### src/rtl/vga_text_timing.sv
// VGA 640x480@60 timing generator and text-cell address front end.
// Every pixel reaches the outputs three clocks after its counters, aligned with the character code.
module vga_text_timing #(
   parameter int H_ACTIVE  = 640,
   parameter int H_FP      = 16,
   parameter int H_SYNC    = 96,
   parameter int H_BP      = 48,
   parameter int V_ACTIVE  = 480,
   parameter int V_FP      = 10,
   parameter int V_SYNC    = 2,
   parameter int V_BP      = 33,
   parameter int TEXT_COLS = 80,
   parameter int TEXT_ROWS = 30
) (
   input  logic        clk,
   input  logic        rst_n,
   input  logic [4:0]  scroll_row,
   input  logic [7:0]  text_data,
   output logic [11:0] text_addr,
   output logic        hsync,
   output logic        vsync,
   output logic        VGA_blank,
   output logic [7:0]  caracter,
   output logic [2:0]  columna,
   output logic [3:0]  fila,
   output logic        frame_start
);

   localparam int H_TOTAL = H_ACTIVE + H_FP + H_SYNC + H_BP;
   localparam int V_TOTAL = V_ACTIVE + V_FP + V_SYNC + V_BP;
   localparam int HW      = $clog2(H_TOTAL);
   localparam int VW      = $clog2(V_TOTAL);
   localparam logic [11:0] COLS_L = 12'(TEXT_COLS);

   typedef struct packed {
      logic       blank;
      logic       hs;
      logic       vs;
      logic       fs;
      logic [2:0] col;
      logic [3:0] row;
   } pix_t;

   localparam pix_t PIX_IDLE = '{blank: 1'b1, hs: 1'b0, vs: 1'b0, fs: 1'b0, col: 3'd0, row: 4'd0};

   logic [HW-1:0] h_cnt_q, h_cnt_d;
   logic [VW-1:0] v_cnt_q, v_cnt_d;
   logic [4:0]    scroll_q, scroll_d;
   logic [11:0]   addr_q, addr_d;
   logic [7:0]    char_q;
   pix_t          pix1_q, pix2_q, pix3_q, pix_d;

   logic          frame_top;
   logic          active;
   logic [4:0]    cell_row;
   logic [5:0]    row_sum;
   logic [5:0]    trow;
   logic [11:0]   row_base;

   always_comb begin
      // NOTE: every combinational output gets a default first, so no path leaves it unassigned (no latch).
      h_cnt_d = h_cnt_q + 1'b1;
      v_cnt_d = v_cnt_q;
      if (h_cnt_q == HW'(H_TOTAL - 1)) begin
         h_cnt_d = '0;
         v_cnt_d = (v_cnt_q == VW'(V_TOTAL - 1)) ? '0 : v_cnt_q + 1'b1;
      end
   end

   // The scroll value sampled at (0,0) must already steer that pixel's address.
   always_comb begin
      frame_top = (h_cnt_q == '0) && (v_cnt_q == '0);
      scroll_d  = scroll_q;
      if (frame_top) begin
         scroll_d = (scroll_row >= 5'(TEXT_ROWS)) ? 5'd0 : scroll_row;
      end
   end

   always_comb begin
      active   = (h_cnt_q < HW'(H_ACTIVE)) && (v_cnt_q < VW'(V_ACTIVE));
      cell_row = 5'(v_cnt_q >> 4);
      row_sum  = {1'b0, cell_row} + {1'b0, scroll_d};
      trow     = (row_sum >= 6'(TEXT_ROWS)) ? row_sum - 6'(TEXT_ROWS) : row_sum;
      // Constant multiply as shift-add; with 80 columns this is (trow<<6)+(trow<<4).
      row_base = '0;
      for (int b = 0; b < 12; b++) begin
         if (COLS_L[b]) row_base = row_base + (12'(trow) << b);
      end
      addr_d = active ? row_base + 12'(7'(h_cnt_q >> 3)) : 12'd0;

      pix_d.blank = ~active;
      pix_d.hs    = (h_cnt_q >= HW'(H_ACTIVE + H_FP)) &&
                    (h_cnt_q <= HW'(H_ACTIVE + H_FP + H_SYNC - 1));
      pix_d.vs    = (v_cnt_q >= VW'(V_ACTIVE + V_FP)) &&
                    (v_cnt_q <= VW'(V_ACTIVE + V_FP + V_SYNC - 1));
      pix_d.fs    = frame_top;
      pix_d.col   = active ? h_cnt_q[2:0] : 3'd0;
      pix_d.row   = active ? v_cnt_q[3:0] : 4'd0;
   end

   always_ff @(posedge clk) begin
      // NOTE: state uses non-blocking assignments so every register sees pre-edge values.
      if (!rst_n) begin
         h_cnt_q  <= '0;
         v_cnt_q  <= '0;
         scroll_q <= '0;
         addr_q   <= '0;
         pix1_q   <= PIX_IDLE;
         pix2_q   <= PIX_IDLE;
         pix3_q   <= PIX_IDLE;
         char_q   <= '0;
      end else begin
         h_cnt_q  <= h_cnt_d;
         v_cnt_q  <= v_cnt_d;
         scroll_q <= scroll_d;
         addr_q   <= addr_d;
         pix1_q   <= pix_d;
         pix2_q   <= pix1_q;
         pix3_q   <= pix2_q;
         char_q   <= pix2_q.blank ? 8'd0 : text_data;
      end
   end

   assign text_addr   = addr_q;
   assign hsync       = ~pix3_q.hs;
   assign vsync       = ~pix3_q.vs;
   assign VGA_blank   = pix3_q.blank;
   assign caracter    = char_q;
   assign columna     = pix3_q.col;
   assign fila        = pix3_q.row;
   assign frame_start = pix3_q.fs;

endmodule

### config.mk
export PLATFORM = sky130hd
export DESIGN_NAME = vga_text_timing
export DESIGN_NICKNAME = d
export VERILOG_FILES = /design/src/rtl/vga_text_timing.sv
export SDC_FILE = /design/constraint.sdc
export NUM_CORES = 1
export LEC_CHECK = 0
export ABC_AREA = 1
export CORE_MARGIN = 3
export CORE_UTILIZATION = 45
export CTS_BUF_LIST = sky130_fd_sc_hd__clkbuf_8 sky130_fd_sc_hd__clkbuf_16
export DETAILED_ROUTE_END_ITERATION = 10
export PLACE_DENSITY = 0.64
export REMOVE_ABC_BUFFERS = 1
export SLEW_MARGIN = 0
export SYNTH_ARGS = -nofsm -noshare
export SYNTH_HDL_FRONTEND = slang
export SYNTH_SLANG_ARGS = --single-unit
export TNS_END_PERCENT = 20
### constraint.sdc
create_clock -name clk -period 7 [get_ports clk]
set_input_delay 0.7 -clock clk [delete_from_list [all_inputs] [get_ports clk]]
set_output_delay 0.7 -clock clk [all_outputs]
set_load 0.005 [all_outputs]
Word level (Yosys, flattened, before mapping)
Cells that the tools add are included.
{"block": "classes", "addsub": 6, "multipliers": 0, "n_div": 0, "magnitude_cmp": 8, "eq_ne": 2, "n_shift": 0, "muxes": 4, "bitwise": 4, "n_reduce_logical": 9}
{"operator": "adder 10 x 1 -> 10 bit (second input constant)", "n": 2}
{"operator": "== test 10 bit (second input constant)", "n": 2}
{"operator": "logical NOT 10 bit", "n": 2}
{"operator": "adder 10 x 12 -> 12 bit", "n": 1}
{"operator": "adder 12 x 7 -> 12 bit", "n": 1}
{"operator": ">= comparator 10 bit (second input constant)", "n": 1}
{"operator": ">= comparator 10 x 9 -> 1 bit (second input constant)", "n": 1}
{"operator": "less-or-equal comparator 10 bit (second input constant)", "n": 1}
{"operator": "less-or-equal comparator 10 x 9 -> 1 bit (second input constant)", "n": 1}
{"operator": "< comparator 10 bit (second input constant)", "n": 1}
{"operator": "< comparator 10 x 9 -> 1 bit (second input constant)", "n": 1}
{"operator": "2-to-1 mux 10 bit", "n": 1}
{"operator": "2-to-1 mux 5 bit", "n": 2}
{"operator": "adder 5 x 5 -> 6 bit", "n": 1}
{"operator": ">= comparator 6 x 5 -> 1 bit (second input constant)", "n": 1}
{"operator": "2-to-1 mux 6 bit", "n": 1}
{"operator": "subtractor 6 x 5 -> 6 bit (second input constant)", "n": 1}
{"operator": ">= comparator 5 bit (second input constant)", "n": 1}
{"operator": "logical AND 1 bit", "n": 4}
{"operator": "inverter 1 bit", "n": 4}
{"operator": "OR reduction 2 bit", "n": 2}
{"operator": "AND reduction 2 bit", "n": 1}
{"block": "totals", "regBits": 78, "latch_bits": 0, "mem_bits_rw": 0, "mem_bits_ro": 0, "in_bits": 15, "output_inout_bits": 31, "word_cells": 56, "mem_count": 0}

Depth between registers and ports, before layout
Gate-level depths: netlist of run 1.
{"block": "depth", "word_depth": 8, "mapped_depth": 31}

Worst setup path before layout of run 1
OpenSTA, ideal clock, no wires.
{"block": "synth_path", "path_kind": "flip-flop to flip-flop", "startpoint": "register v_cnt_q[0]", "endpoint": "register addr_q[11], in the netlist text_addr[11]", "setup_time_ns": 0.115, "arrival_time_ns": 4.022, "required_ns": 6.885, "slack_ns": 2.863, "path_stages_with_launch": 28, "path_buffers": 0, "period_less_slack_ns": 4.137, "path_cell_list": "dfxtp_1 inv_1 ha_1 inv_1 nor2_1 nand3_2 nand2_1 nand2_1 ha_1 inv_1 fa_1 nor2_4 inv_2 nor2_4 nand2_4 nand2_4 xor2_1 ha_1 ha_1 fa_1 nand3_1 nand3_1 nand2_1 nand2_1 a21oi_1 nand3_1 nand2_1 nor2_1"}
{"block": "synth_between", "elab_chain_len": 8, "word_cells_on_any_way": 12, "cone_classes": "add/sub: 4; order compare: 2; mux: 2; reduce/logical: 4"}
{"element": "start: declaration", "line": "47", "source": "logic [VW-1:0] v_cnt_q, v_cnt_d;"}
{"element": "start signal: assignment", "line": "114", "source": "v_cnt_q <= v_cnt_d;"}
{"element": "logical NOT 10 bit (*)", "line": "72", "source": "frame_top = (h_cnt_q == '0) && (v_cnt_q == '0);"}
{"element": "logical AND 1 bit (*)", "line": "72"}
{"element": "2-to-1 mux 5 bit (*)", "line": "74", "source": "if (frame_top) begin"}
{"element": "named net scroll_d[0]", "line": "48", "source": "logic [4:0] scroll_q, scroll_d;"}
{"element": "adder 5 x 5 -> 6 bit (*)", "line": "82", "source": "row_sum = {1'b0, cell_row} + {1'b0, scroll_d};"}
{"element": "subtractor 6 x 5 -> 6 bit or >= comparator 6 x 5 -> 1 bit (tied branches)", "line": "83", "source": "trow = (row_sum >= 6'(TEXT_ROWS)) ? row_sum - 6'(TEXT_ROWS) : row_sum;"}
{"element": "2-to-1 mux 6 bit (*)", "line": "83"}
{"element": "adder 10 x 12 -> 12 bit (*)", "line": "87", "source": "if (COLS_L[b]) row_base = row_base + (12'(trow) << b);"}
{"element": "adder 12 x 7 -> 12 bit (*)", "line": "89", "source": "addr_d = active ? row_base + 12'(7'(h_cnt_q >> 3)) : 12'd0;"}
{"element": "end signal: assignment", "line": "116", "source": "addr_q <= addr_d;"}
{"element": "end: declaration", "line": "49", "source": "logic [11:0] addr_q, addr_d;"}
The timed path passes the listed nets; every way through them passes the cells marked *.
A chain may end at the register's enable or synchronous reset.

Worst setup path after layout of run 1
Ends and elaborated chain as after synthesis.

==> results of run 1 <==
-- cell families after synthesis --
group / Yosys count
fa+ha+maj: 23
compound gates: 38
xor+xnor: 5
flops: 78
buf+inv: 106
simple gates: 211
-- worst max-delay path by stage --
stage,depth (start not counted),end,startpoint,slack (ps)
final,27,text_addr[11]$_SDFF_PN0_,v_cnt_q[0]$_SDFFE_PN0P_,2310
after global routing,27,text_addr[11]$_SDFF_PN0_,v_cnt_q[0]$_SDFFE_PN0P_,1820
after CTS,27,text_addr[11]$_SDFF_PN0_,v_cnt_q[0]$_SDFFE_PN0P_,2330
after detailed placement,26,text_addr[11]$_SDFF_PN0_,scroll_row[3],2150
after global placement,26,text_addr[11]$_SDFF_PN0_,scroll_row[4],2280
after floorplan,27,text_addr[11]$_SDFF_PN0_,v_cnt_q[0]$_SDFFE_PN0P_,2860
-- layout make-up --
cell class | instances | share of cell area
clock buffers | 9 | 0.02866
clock inverters | 7 | 0.01853
inverters | 92 | 0.08049
multi-input cells | 277 | 0.3738
flip-flops and latches | 78 | 0.3613
well taps | 102 | 0.02953
repair buffers | 47 | 0.1077
-- power groups by stage --
stage	logic, mW	clock network, mW	registers, mW
2_1_floorplan	0.0793	0	0.475
3_3_place_gp	0.124	0	0.474
3_5_place_dp	0.125	0	0.474
4_1_cts	0.127	0.357	0.464
5_1_grt	0.144	0.372	0.465
6_report	0.125	0.348	0.463
-- synthesized netlist by cell type (2+ instances only) --
master and count:
sky130_fd_sc_hd__nor2_4 4, sky130_fd_sc_hd__nor3b_1 4, sky130_fd_sc_hd__o21ai_2 2, sky130_fd_sc_hd__xor2_1 5, sky130_fd_sc_hd__nand4_1 13, sky130_fd_sc_hd__nor3_1 8
sky130_fd_sc_hd__inv_2 5, sky130_fd_sc_hd__dfxtp_1 78, sky130_fd_sc_hd__a211oi_1 2, sky130_fd_sc_hd__nand3_2 3, sky130_fd_sc_hd__clkbuf_1 4, sky130_fd_sc_hd__nand2_2 7
sky130_fd_sc_hd__nor2_2 3, sky130_fd_sc_hd__buf_2 3, sky130_fd_sc_hd__or2_2 2, sky130_fd_sc_hd__nand2_1 85, sky130_fd_sc_hd__nand3_1 25, sky130_fd_sc_hd__nor4_1 2
sky130_fd_sc_hd__nor2_1 44, sky130_fd_sc_hd__buf_4 7, sky130_fd_sc_hd__inv_1 86, sky130_fd_sc_hd__fa_1 2, sky130_fd_sc_hd__nand2_4 4, sky130_fd_sc_hd__nor3_2 2
sky130_fd_sc_hd__ha_1 21, sky130_fd_sc_hd__o21ai_0 7, sky130_fd_sc_hd__a2111oi_0 2, sky130_fd_sc_hd__a21oi_1 23
-- flip-flops by register name, summed over array words and instances (netlist names) --
| register | cells |
|---|---|
| text_addr | 12 |
| pix1_q | 11 |
| pix2_q | 11 |
| h_cnt_q | 10 |
| v_cnt_q | 10 |
| caracter | 8 |
| scroll_q | 5 |
| fila | 4 |
| columna | 3 |
| pix3_q | 2 |
| VGA_blank | 1 |
| frame_start | 1 |
-- metrics by stage --
stage	hold slack, ps	cell area, um2
after floorplan	390.0	3525
after global placement	391.3	4118
after CTS	410.3	4322
after global routing	429.0	4322
after detailed placement	396.0	4118
final	414.3	4322
-- metal layers --
metal  global-route usage  vias to the layer above  part of all wire
li1                     -                     1529                 -
met1               0.1981                     1271              0.48
met2               0.2554                       51              0.46
met3              0.03631                        8             0.047
met4              0.06991                        0             0.014
met5                    0                        -                 0
-- critical path, delay by kind of cell (launching register included) --
| kind | cells | cell delay [ps] |
|---|---|---|
| flops | 1 | 370 |
| simple gates | 15 | 1730 |
| compound gates | 1 | 170 |
| buf+inv | 4 | 350 |
| fa+ha+maj | 6 | 1800 |
| xor+xnor | 1 | 200 |
==> flow_metrics.py, run 1 <==
metrics = {
    "yosys": {
        "synth.cell_area_um2": 3607,
        "synth.lib_cells_used.distinct": 36,
        "synth_mux_area_frac": 0,
        "synth_top_area_frac": 0.4329,
        "number_of_enable_type_register_cells_in_the_synthesized_netlist": 0,
        "dominantRegCellSynth": "sky130_fd_sc_hd__dfxtp_1",
        "ys_seq_elements": 78,
        "share_of_synthesized_cell_area_in_and_or_nand_and_nor_gates": 0.2914,
        "synthXorXnorAreaFrac": 0.01214,
        "synth_compound_gate_area_share": 0.06035,
        "synth.area.top_cells": "sky130_fd_sc_hd__dfxtp_1 43%, sky130_fd_sc_hd__inv_1 8.9%, sky130_fd_sc_hd__nand2_1 8.8%",
        "post-synth-top-area-cell": "sky130_fd_sc_hd__dfxtp_1",
        "yosysWarnings": 0,
        "synth_area_per_cell_um2": 7.825,
        "netlist_instances": 461,
        "async_flop_share": 0,
        "sequential_share_of_the_synthesized_area": 0.4329,
        "synth_top_family_by_area": "simple AND/OR/NAND/NOR gates",
        "area_share_of_fa_ha_maj_cells_after_synthesis": 0.08394,
    },
    "worst_setup_path": {
        "setup.worst_path.start_class": "register",
        "max_stage_delay_ps": 470,
        "beginning_of_the_worst_register_to_register_path": "v_cnt_q[0]$_SDFFE_PN0P_",
        "worst-setup-path-type": "reg2reg",
        "cp_data_arrival_time_ps": 4940,
        "path_max_fanout": 6,
        "timing.rr.end": "text_addr[11]$_SDFF_PN0_",
        "timing.reg2reg.worst_path_depth": 27,
        "worstPathRequired_ps": 7250,
        "timing.reg2reg.setup_slack_ps": 2310,
        "timing.critical_path.mode_cell": "sky130_fd_sc_hd__nand2_1",
        "cp-end-kind": "register",
        "critPathSlowestCell": "sky130_fd_sc_hd__fa_1",
    },
    "min_path": {
        "min_delay_path_depth": 2,
        "hp-class": "reg2reg",
        "min_to": "pix2_q[2]$_SDFF_PN0_",
        "hold_path.startpoint": "pix1_q[2]$_SDFF_PN0_",
    },
    "pwr": {
        "power.share.combinational": 0.134,
        "max-vdd-ir-drop_v": 0.0001006,
        "p_total_mw": 0.9368,
        "power.static_leakage_nw": 2.135,
        "netSwitchingPower_mw": 0.2522,
        "proportion_of_power_drawn_by_flip_flops_and_latches": 0.495,
        "power.share.clock": 0.371,
        "sw_frac_of_total": 0.2693,
        "intPower_mw": 0.6846,
        "total_power_density_per_cell_area_nw_per_um2": 216.8,
    },
    "routing": {
        "drt_pass1_iterations": 5,
        "route.vias.total": 2859,
        "wire_per_inst_um": 10.80,
        "ant_nets": 0,
        "final_wirelength_um": 6608,
        "drcViolationCount": 0,
        "drtIter0Drc": 112,
        "detail_route.vias_per_cell": 4.672,
    },
    "grt": {
        "grt_start_max_net_pins": 26,
        "grt_pass1_wl_um": 11260,
        "grt_pass1_vias": 2603,
        "grt_util_all_layers": 0.1573,
        "antenna_found_initial": 0,
        "grt_overflow": 0,
    },
    "sta": {
        "setup_total_negative_slack_ps": 0,
        "slew_headroom": 0.6366,
        "finalCriticalPeriod_ps": 4690,
        "final_max_slew_viol_count": 0,
        "finalClockSkew_ps": 12.43,
        "setup_violations": 0,
        "final.period_utilization": 0.6700,
        "timing.fmax_mhz": 213.2,
        "layout_setup_ws_ps": 2310,
        "tightestPinTransition_ps": 544.6,
        "final_count_of_hold_timing_violations": 0,
        "rsz0062_at_grt": "no",
    },
    "cells_and_area": {
        "post-route-util": 0.5564,
        "nFillCells": 746,
        "final_net_count": 543,
        "most_frequent_cells_in_the_layout": "86 x sky130_fd_sc_hd__inv_1, 85 x sky130_fd_sc_hd__nand2_1, 78 x sky130_fd_sc_hd__dfxtp_1, 45 x sky130_fd_sc_hd__clkdlybuf4s50_1, 44 x sky130_fd_sc_hd__nor2_1",
        "multi_input_area_um2": 1615,
        "synthToLayoutAreaGrowth_pct": 19.81,
        "post_layout_nonfiller_instances": 612,
        "num_antenna_cells": 0,
        "share_of_layout_cells_above_drive_strength_1": 0.1078,
        "seqCellArea_um2": 1562,
        "layout_commonest_cell": "sky130_fd_sc_hd__inv_1",
    },
    "outcome": {
        "run_status": "finished clean",
    },
    "clock_network": {
        "worstSkewPairLatency_ps": 350,
        "ctsRootBufferMaster": "sky130_fd_sc_hd__clkbuf_8",
        "ctsLongestPathBuffers": 2,
        "clock_tree.htree_level_count": 3,
        "ctsHoldBuffers": 0,
        "resized_after_cts": 0,
        "number_of_buffers_added_by_the_clock_tree_synthesis_step": 9,
        "postCtsSetupBuffers": 0,
        "cts_num_sinks": 78,
        "clock_transition_at_the_registers_of_the_reported_paths_ps": 80,
        "cts_tree": "built",
    },
    "die": {
        "ioPinCount": 46,
        "initial_utilization": 0.4644,
        "die_h_um": 95.53,
        "row_count": 32,
        "die_area_um2": 9126,
        "die_x_um": 95.53,
        "coreArea_um2": 7767,
    },
    "place": {
        "gpl.final_weighted_congestion": 0.7979,
        "count_of_input_and_output_buffers": 45,
        "dp_hpwl_um": 5097,
        "dp_slack_ps": 2147,
        "placedCellCount": 596,
    },
    "flow_run": {
        "cap_violations": 0,
    },
}
(Power assumes the default switching activity.)
==> inputs of run 2 (changes only) <==
PLACE_DENSITY = 0.67   (was 0.64)
clock period = 4.2 ns   (was 7 ns; I/O delays follow)
==> run 2 against run 1 <==
Effect of this change: cell count up 6.7%; die area did not move; register-to-register slack worse by 2100 ps; first-iteration DRC count rose by 83%; largest power group unchanged.
==> flow_metrics.py, run 2 (synthesis gave the netlist of run 1 again) <==
metrics = {
    "place": {
        "dp_slack_ps": -234.0,
        "gpl.final_weighted_congestion": 0.8730,
        "dp_hpwl_um": 5515,
        "count_of_input_and_output_buffers": 45,
    },
    "sta": {
        "finalCriticalPeriod_ps": 4001,
        "layout_setup_ws_ps": 199.3,
        "slew_headroom": 0.6034,
        "worst_hold_check_slack_ps": 411.4,
        "tightestPinTransition_ps": 580.0,
        "finalClockSkew_ps": 11.44,
        "rsz0062_at_grt": "yes",
        "final_max_slew_viol_count": 0,
        "final_count_of_hold_timing_violations": 0,
        "setup_violations": 0,
        "timing.fmax_mhz": 250.0,
        "final.period_utilization": 0.9525,
    },
    "cells_and_area": {
        "layout_commonest_cell": "sky130_fd_sc_hd__nand2_1",
        "num_antenna_cells": 0,
        "nFillCells": 690,
        "largest_reg_flops": 12,
        "final_net_count": 584,
        "share_of_layout_cells_above_drive_strength_1": 0.2269,
        "synthToLayoutAreaGrowth_pct": 31.91,
        "seqCellArea_um2": 1573,
        "multi_input_area_um2": 1757,
        "most_frequent_cells_in_the_layout": "84 x sky130_fd_sc_hd__nand2_1, 83 x sky130_fd_sc_hd__inv_1, 71 x sky130_fd_sc_hd__dfxtp_1, 45 x sky130_fd_sc_hd__clkdlybuf4s50_1, 43 x sky130_fd_sc_hd__buf_4",
    },
    "worst_setup_path": {
        "worstPathRequired_ps": 4440,
        "path_max_fanout": 4,
        "cp-end-kind": "register",
        "setup.worst_path.start_class": "register",
        "cp_data_arrival_time_ps": 4240,
        "worst-setup-path-type": "reg2reg",
    },
    "routing": {
        "final_wirelength_um": 7481,
        "ant_nets": 0,
        "drcViolationCount": 0,
        "drtIter0Drc": 205,
        "route.vias.total": 3083,
        "drt_pass1_iterations": 4,
        "wire_per_inst_um": 11.46,
        "detail_route.vias_per_cell": 4.721,
    },
    "clock_network": {
        "ctsLongestPathBuffers": 2,
        "cts_tree": "built",
        "worstSkewPairLatency_ps": 350,
        "cts_num_sinks": 78,
        "clock_tree.htree_level_count": 3,
        "number_of_buffers_added_by_the_clock_tree_synthesis_step": 9,
        "ctsRootBufferMaster": "sky130_fd_sc_hd__clkbuf_8",
        "clock_transition_at_the_registers_of_the_reported_paths_ps": 90,
    },
    "grt": {
        "grt_util_all_layers": 0.1687,
        "antenna_found_initial": 0,
        "grt_start_max_net_pins": 16,
        "grt_pass1_wl_um": 12190,
        "grt_pass1_vias": 2860,
        "grt_overflow": 0,
    },
    "die": {
        "coreArea_um2": 7767,
        "die_x_um": 95.53,
        "die_h_um": 95.53,
        "ioPinCount": 46,
        "initial_utilization": 0.4644,
        "die_area_um2": 9126,
        "row_count": 32,
    },
    "min_path": {
        "hp-class": "reg2reg",
    },
    "pwr": {
        "p_total_mw": 1.562,
        "max-vdd-ir-drop_v": 0.0001744,
        "power.static_leakage_nw": 2.330,
        "total_power_density_per_cell_area_nw_per_um2": 328.3,
    },
    "flow_run": {
        "cap_violations": 0,
    },
    "outcome": {
        "run_status": "finished clean",
    },
}
==> run 2: final timing paths <==
kind	slack (ps)	startpoint	end	depth (start not counted)
worst max-delay path	200	h_cnt_q[6]$_SDFF_PP0_	text_addr[11]$_SDFF_PN0_	26
worst min register to register	410	pix1_q[8]$_SDFF_PN0_	pix2_q[8]$_SDFF_PN0_	2
worst max register to register	200	h_cnt_q[6]$_SDFF_PP0_	text_addr[11]$_SDFF_PN0_	26
worst min-delay path	410	pix1_q[8]$_SDFF_PN0_	pix2_q[8]$_SDFF_PN0_	2
==> run 2: power breakdown <==
part	internal (mW)	switching, mW
clock network	0.233	0.278
registers	0.764	0.00752
logic	0.136	0.143
total	1.13	0.429
==> run 2: metrics by stage <==
| step | setup TNS [ps] | cell area (um2) | util | cells |
|---|---|---|---|---|
| 3_5_place_dp | -410.3 | 4395 | 0.5659 | 633 |
| 3_3_place_gp | -86.43 | 4395 | 0.5659 | 633 |
| 5_1_grt | -79.21 | 4758 | 0.6126 | 653 |
| 4_1_cts | 0 | 4603 | 0.5926 | 650 |
| 6_report | 0 | 4758 | 0.6126 | 653 |
| 2_1_floorplan | 0 | 3525 | - | 447 |
==> run 2: worst max-delay path, cell delays in order, from the launching register on <==
cell and delay, ps:
sky130_fd_sc_hd__dfxtp_4 370, sky130_fd_sc_hd__nor2_4 130, sky130_fd_sc_hd__nand3_2 90, sky130_fd_sc_hd__nor4_4 240, sky130_fd_sc_hd__nand3_2 130, sky130_fd_sc_hd__nand2_2 90, sky130_fd_sc_hd__nand2_1 60, sky130_fd_sc_hd__ha_2 190
sky130_fd_sc_hd__inv_2 70, sky130_fd_sc_hd__fa_2 460, sky130_fd_sc_hd__nor2_4 130, sky130_fd_sc_hd__inv_2 50, sky130_fd_sc_hd__nor2_4 110, sky130_fd_sc_hd__nand2_4 70, sky130_fd_sc_hd__nand2_4 70, sky130_fd_sc_hd__xor2_2 170
sky130_fd_sc_hd__ha_1 250, sky130_fd_sc_hd__ha_2 200, sky130_fd_sc_hd__fa_2 380, sky130_fd_sc_hd__nand3_2 90, sky130_fd_sc_hd__nand3_2 70, sky130_fd_sc_hd__nand2_1 60, sky130_fd_sc_hd__nand2_1 60, sky130_fd_sc_hd__a21oi_2 150
sky130_fd_sc_hd__nand3_1 100, sky130_fd_sc_hd__nand2_1 70, sky130_fd_sc_hd__nor2_1 40
==> run 2: final cells by class <==
class | instances | share of cell area
inverters | 92 | 0.07310
clock inverters | 6 | 0.008940
flip-flops and latches | 78 | 0.3305
repair buffers | 88 | 0.1625
clock buffers | 10 | 0.02892
multi-input cells | 277 | 0.3692
well taps | 102 | 0.02682
==> run 2: timing repair <==
item | 4_1_cts | 5_1_grt
pin swaps | 5 | 15
setup endpoints to repair | 2 | 5
buffers inserted | 1 | 3
resized for setup | 6 | 30
hold buffers | 0 | 0
==> run 2: per-layer routing <==
layer | GRT usage | share of wire | wire, um | vias up
met5 | 0 | 0 | 0 | -
met4 | 0.05213 | 0.012 | 91 | 0
met3 | 0.03631 | 0.052 | 386 | 10
met2 | 0.2936 | 0.49 | 3678 | 75
met1 | 0.2072 | 0.44 | 3325 | 1393
li1 | - | - | - | 1605
==> inputs of run 3 (changes only) <==
PLACE_DENSITY = default   (was 0.67)
PLACE_DENSITY_LB_ADDON = 0.05   (was default)
==> run 3 against run 2 <==
Effect of this change: clock power increased by 2%; sequential share of layout area decreased by 0.14 points; critical path type unchanged; sequential power about the same; largest cell class unchanged; largest power group unchanged; flip-flop and latch count unchanged.
==> flow_metrics.py, run 3 (synthesis gave the netlist of run 1 again) <==
metrics = {
    "outcome": {
        "run_status": "finished clean",
    },
    "routing": {
        "final_wirelength_um": 7289,
        "wire_per_inst_um": 11.11,
        "drcViolationCount": 0,
        "drtIter0Drc": 124,
        "detail_route.vias_per_cell": 4.599,
        "drt_pass1_iterations": 4,
        "route.vias.total": 3017,
        "ant_nets": 0,
    },
    "sta": {
        "finalCriticalPeriod_ps": 3984,
        "finalClockSkew_ps": 10.03,
        "final_count_of_hold_timing_violations": 0,
        "timing.fmax_mhz": 251.0,
        "final.period_utilization": 0.9485,
        "tightestPinTransition_ps": 516.5,
        "setup_violations": 0,
        "final_max_slew_viol_count": 0,
        "slew_headroom": 0.6553,
    },
    "clock_network": {
        "ctsRootBufferMaster": "sky130_fd_sc_hd__clkbuf_8",
        "ctsLongestPathBuffers": 2,
        "cts_tree": "built",
        "number_of_buffers_added_by_the_clock_tree_synthesis_step": 9,
        "clock_tree.htree_level_count": 3,
        "cts_num_sinks": 78,
        "worstSkewPairLatency_ps": 350,
        "clock_transition_at_the_registers_of_the_reported_paths_ps": 80,
    },
    "worst_setup_path": {
        "path_buf_inv": 4,
        "critPathSlowestCell": "sky130_fd_sc_hd__fa_2",
        "cp-end-kind": "register",
        "max_stage_delay_ps": 370,
        "critical-path-top-delay-family": "simple AND/OR/NAND/NOR gates",
        "worstPathRequired_ps": 4440,
        "path_max_fanout": 4,
        "cp_data_arrival_time_ps": 4220,
        "timing.reg2reg.setup_slack_ps": 220,
        "setup.worst_path.start_class": "register",
        "worst-setup-path-type": "reg2reg",
    },
    "die": {
        "die_h_um": 95.53,
        "die_area_um2": 9126,
        "coreArea_um2": 7767,
        "die_x_um": 95.53,
        "initial_utilization": 0.4644,
        "row_count": 32,
        "ioPinCount": 46,
    },
    "grt": {
        "grt_busiest_layer": "met2",
        "grt_pass1_wl_um": 11860,
        "globalRouteMet2Util": 0.2704,
        "globalRouteMet1Util": 0.2115,
        "grt_util_all_layers": 0.1661,
        "grt_overflow": 0,
        "grt_pass1_vias": 2740,
        "globalRouteMet3Util": 0.04893,
        "grt_start_max_net_pins": 19,
        "antenna_found_initial": 0,
    },
    "cells_and_area": {
        "design_area_um2": 4760,
        "post-route-util": 0.6128,
        "num_antenna_cells": 0,
        "largest_reg_flops": 12,
        "final_net_count": 587,
        "synthToLayoutAreaGrowth_pct": 31.95,
        "most_frequent_cells_in_the_layout": "84 x sky130_fd_sc_hd__inv_1, 84 x sky130_fd_sc_hd__nand2_1, 76 x sky130_fd_sc_hd__dfxtp_1, 46 x sky130_fd_sc_hd__buf_4, 45 x sky130_fd_sc_hd__clkdlybuf4s50_1",
        "share_of_layout_cells_above_drive_strength_1": 0.2220,
        "nFillCells": 739,
        "post_layout_nonfiller_instances": 656,
    },
    "place": {
        "gpl.final_weighted_congestion": 0.8833,
        "dp_hpwl_um": 5458,
        "count_of_input_and_output_buffers": 45,
        "placedCellCount": 633,
        "cell_area_after_placement_um2": 4395,
    },
    "pwr": {
        "total_power_density_per_cell_area_nw_per_um2": 328.7,
        "max-vdd-ir-drop_v": 0.0002058,
        "power.static_leakage_nw": 2.345,
    },
    "flow_run": {
        "cap_violations": 0,
    },
    "min_path": {
        "hp-class": "reg2reg",
    },
}
[run 3: cell types whose count changed in the layout (fill, tap and decap cells not counted), moves of 2 or more]
cell / change
sky130_fd_sc_hd__a21oi_2: +2
sky130_fd_sc_hd__dfxtp_1: +5
sky130_fd_sc_hd__inv_6: +2
sky130_fd_sc_hd__a21oi_1: -2
sky130_fd_sc_hd__clkinv_2: -2
sky130_fd_sc_hd__buf_4: +3
sky130_fd_sc_hd__dfxtp_2: -5
[run 3: stage by stage]
stage | power [mW] | hold slack [ps] | TNS [ps] | setup slack [ps]
global route | 1.660 | 426.1 | -5.957 | -5.957
global placement | 1.022 | 393.5 | -81.59 | -66.03
detailed placement | 1.024 | 396.6 | -278.5 | -199.1
floorplan | 0.9232 | 390.0 | 0 | 61.63
finish | 1.564 | 408.5 | 0 | 216.2
CTS | 1.556 | 410.6 | 0 | 2.113
[run 3: path summary, 6_finish.rpt]
path / depth (start not counted) / startpoint / end
setup / recovery: 28 / h_cnt_q[7]$_SDFF_PP0_ / text_addr[11]$_SDFF_PN0_
hold / removal: 2 / pix2_q[4]$_SDFF_PN0_ / columna[0]$_SDFF_PN0_
hold reg to reg: 2 / pix2_q[4]$_SDFF_PN0_ / columna[0]$_SDFF_PN0_
setup reg to reg: 28 / h_cnt_q[7]$_SDFF_PP0_ / text_addr[11]$_SDFF_PN0_
[run 3: layout make-up]
type,count,area (um2),area share
well taps,102,127.6,0.02681
clock inverters,7,61.31,0.01288
clock buffers,9,123.9,0.02603
inverters,92,347.8,0.07308
multi-input cells,277,1737,0.3649
repair buffers,91,795.8,0.1672
flip-flops and latches,78,1567,0.3291
[run 3: tightest hold or removal path: stages, from the launching register on]
cell,delay [ps]
sky130_fd_sc_hd__dfxtp_1,310
sky130_fd_sc_hd__nand2_1,40
sky130_fd_sc_hd__inv_1,40
[run 3: repair_timing]
action                                  4_1_cts  5_1_grt
pin swaps                                     1       17
hold buffers                                  0        0
buffers inserted                              0        7
gates cloned                                  0        0
endpoints found under the setup margin        2        4
gates resized for setup                       3       25
[run 3: metal layers]
layer | wire length, um | vias to the layer above
li1 | - | 1615
met1 | 3451 | 1330
met2 | 3390 | 65
met3 | 379 | 7
met4 | 67 | 0
met5 | 0 | -
[run 3: report_power, final]
group	switching [mW]	internal, mW
clock	0.295	0.227
sequential	0.00726	0.764
combinational	0.135	0.136
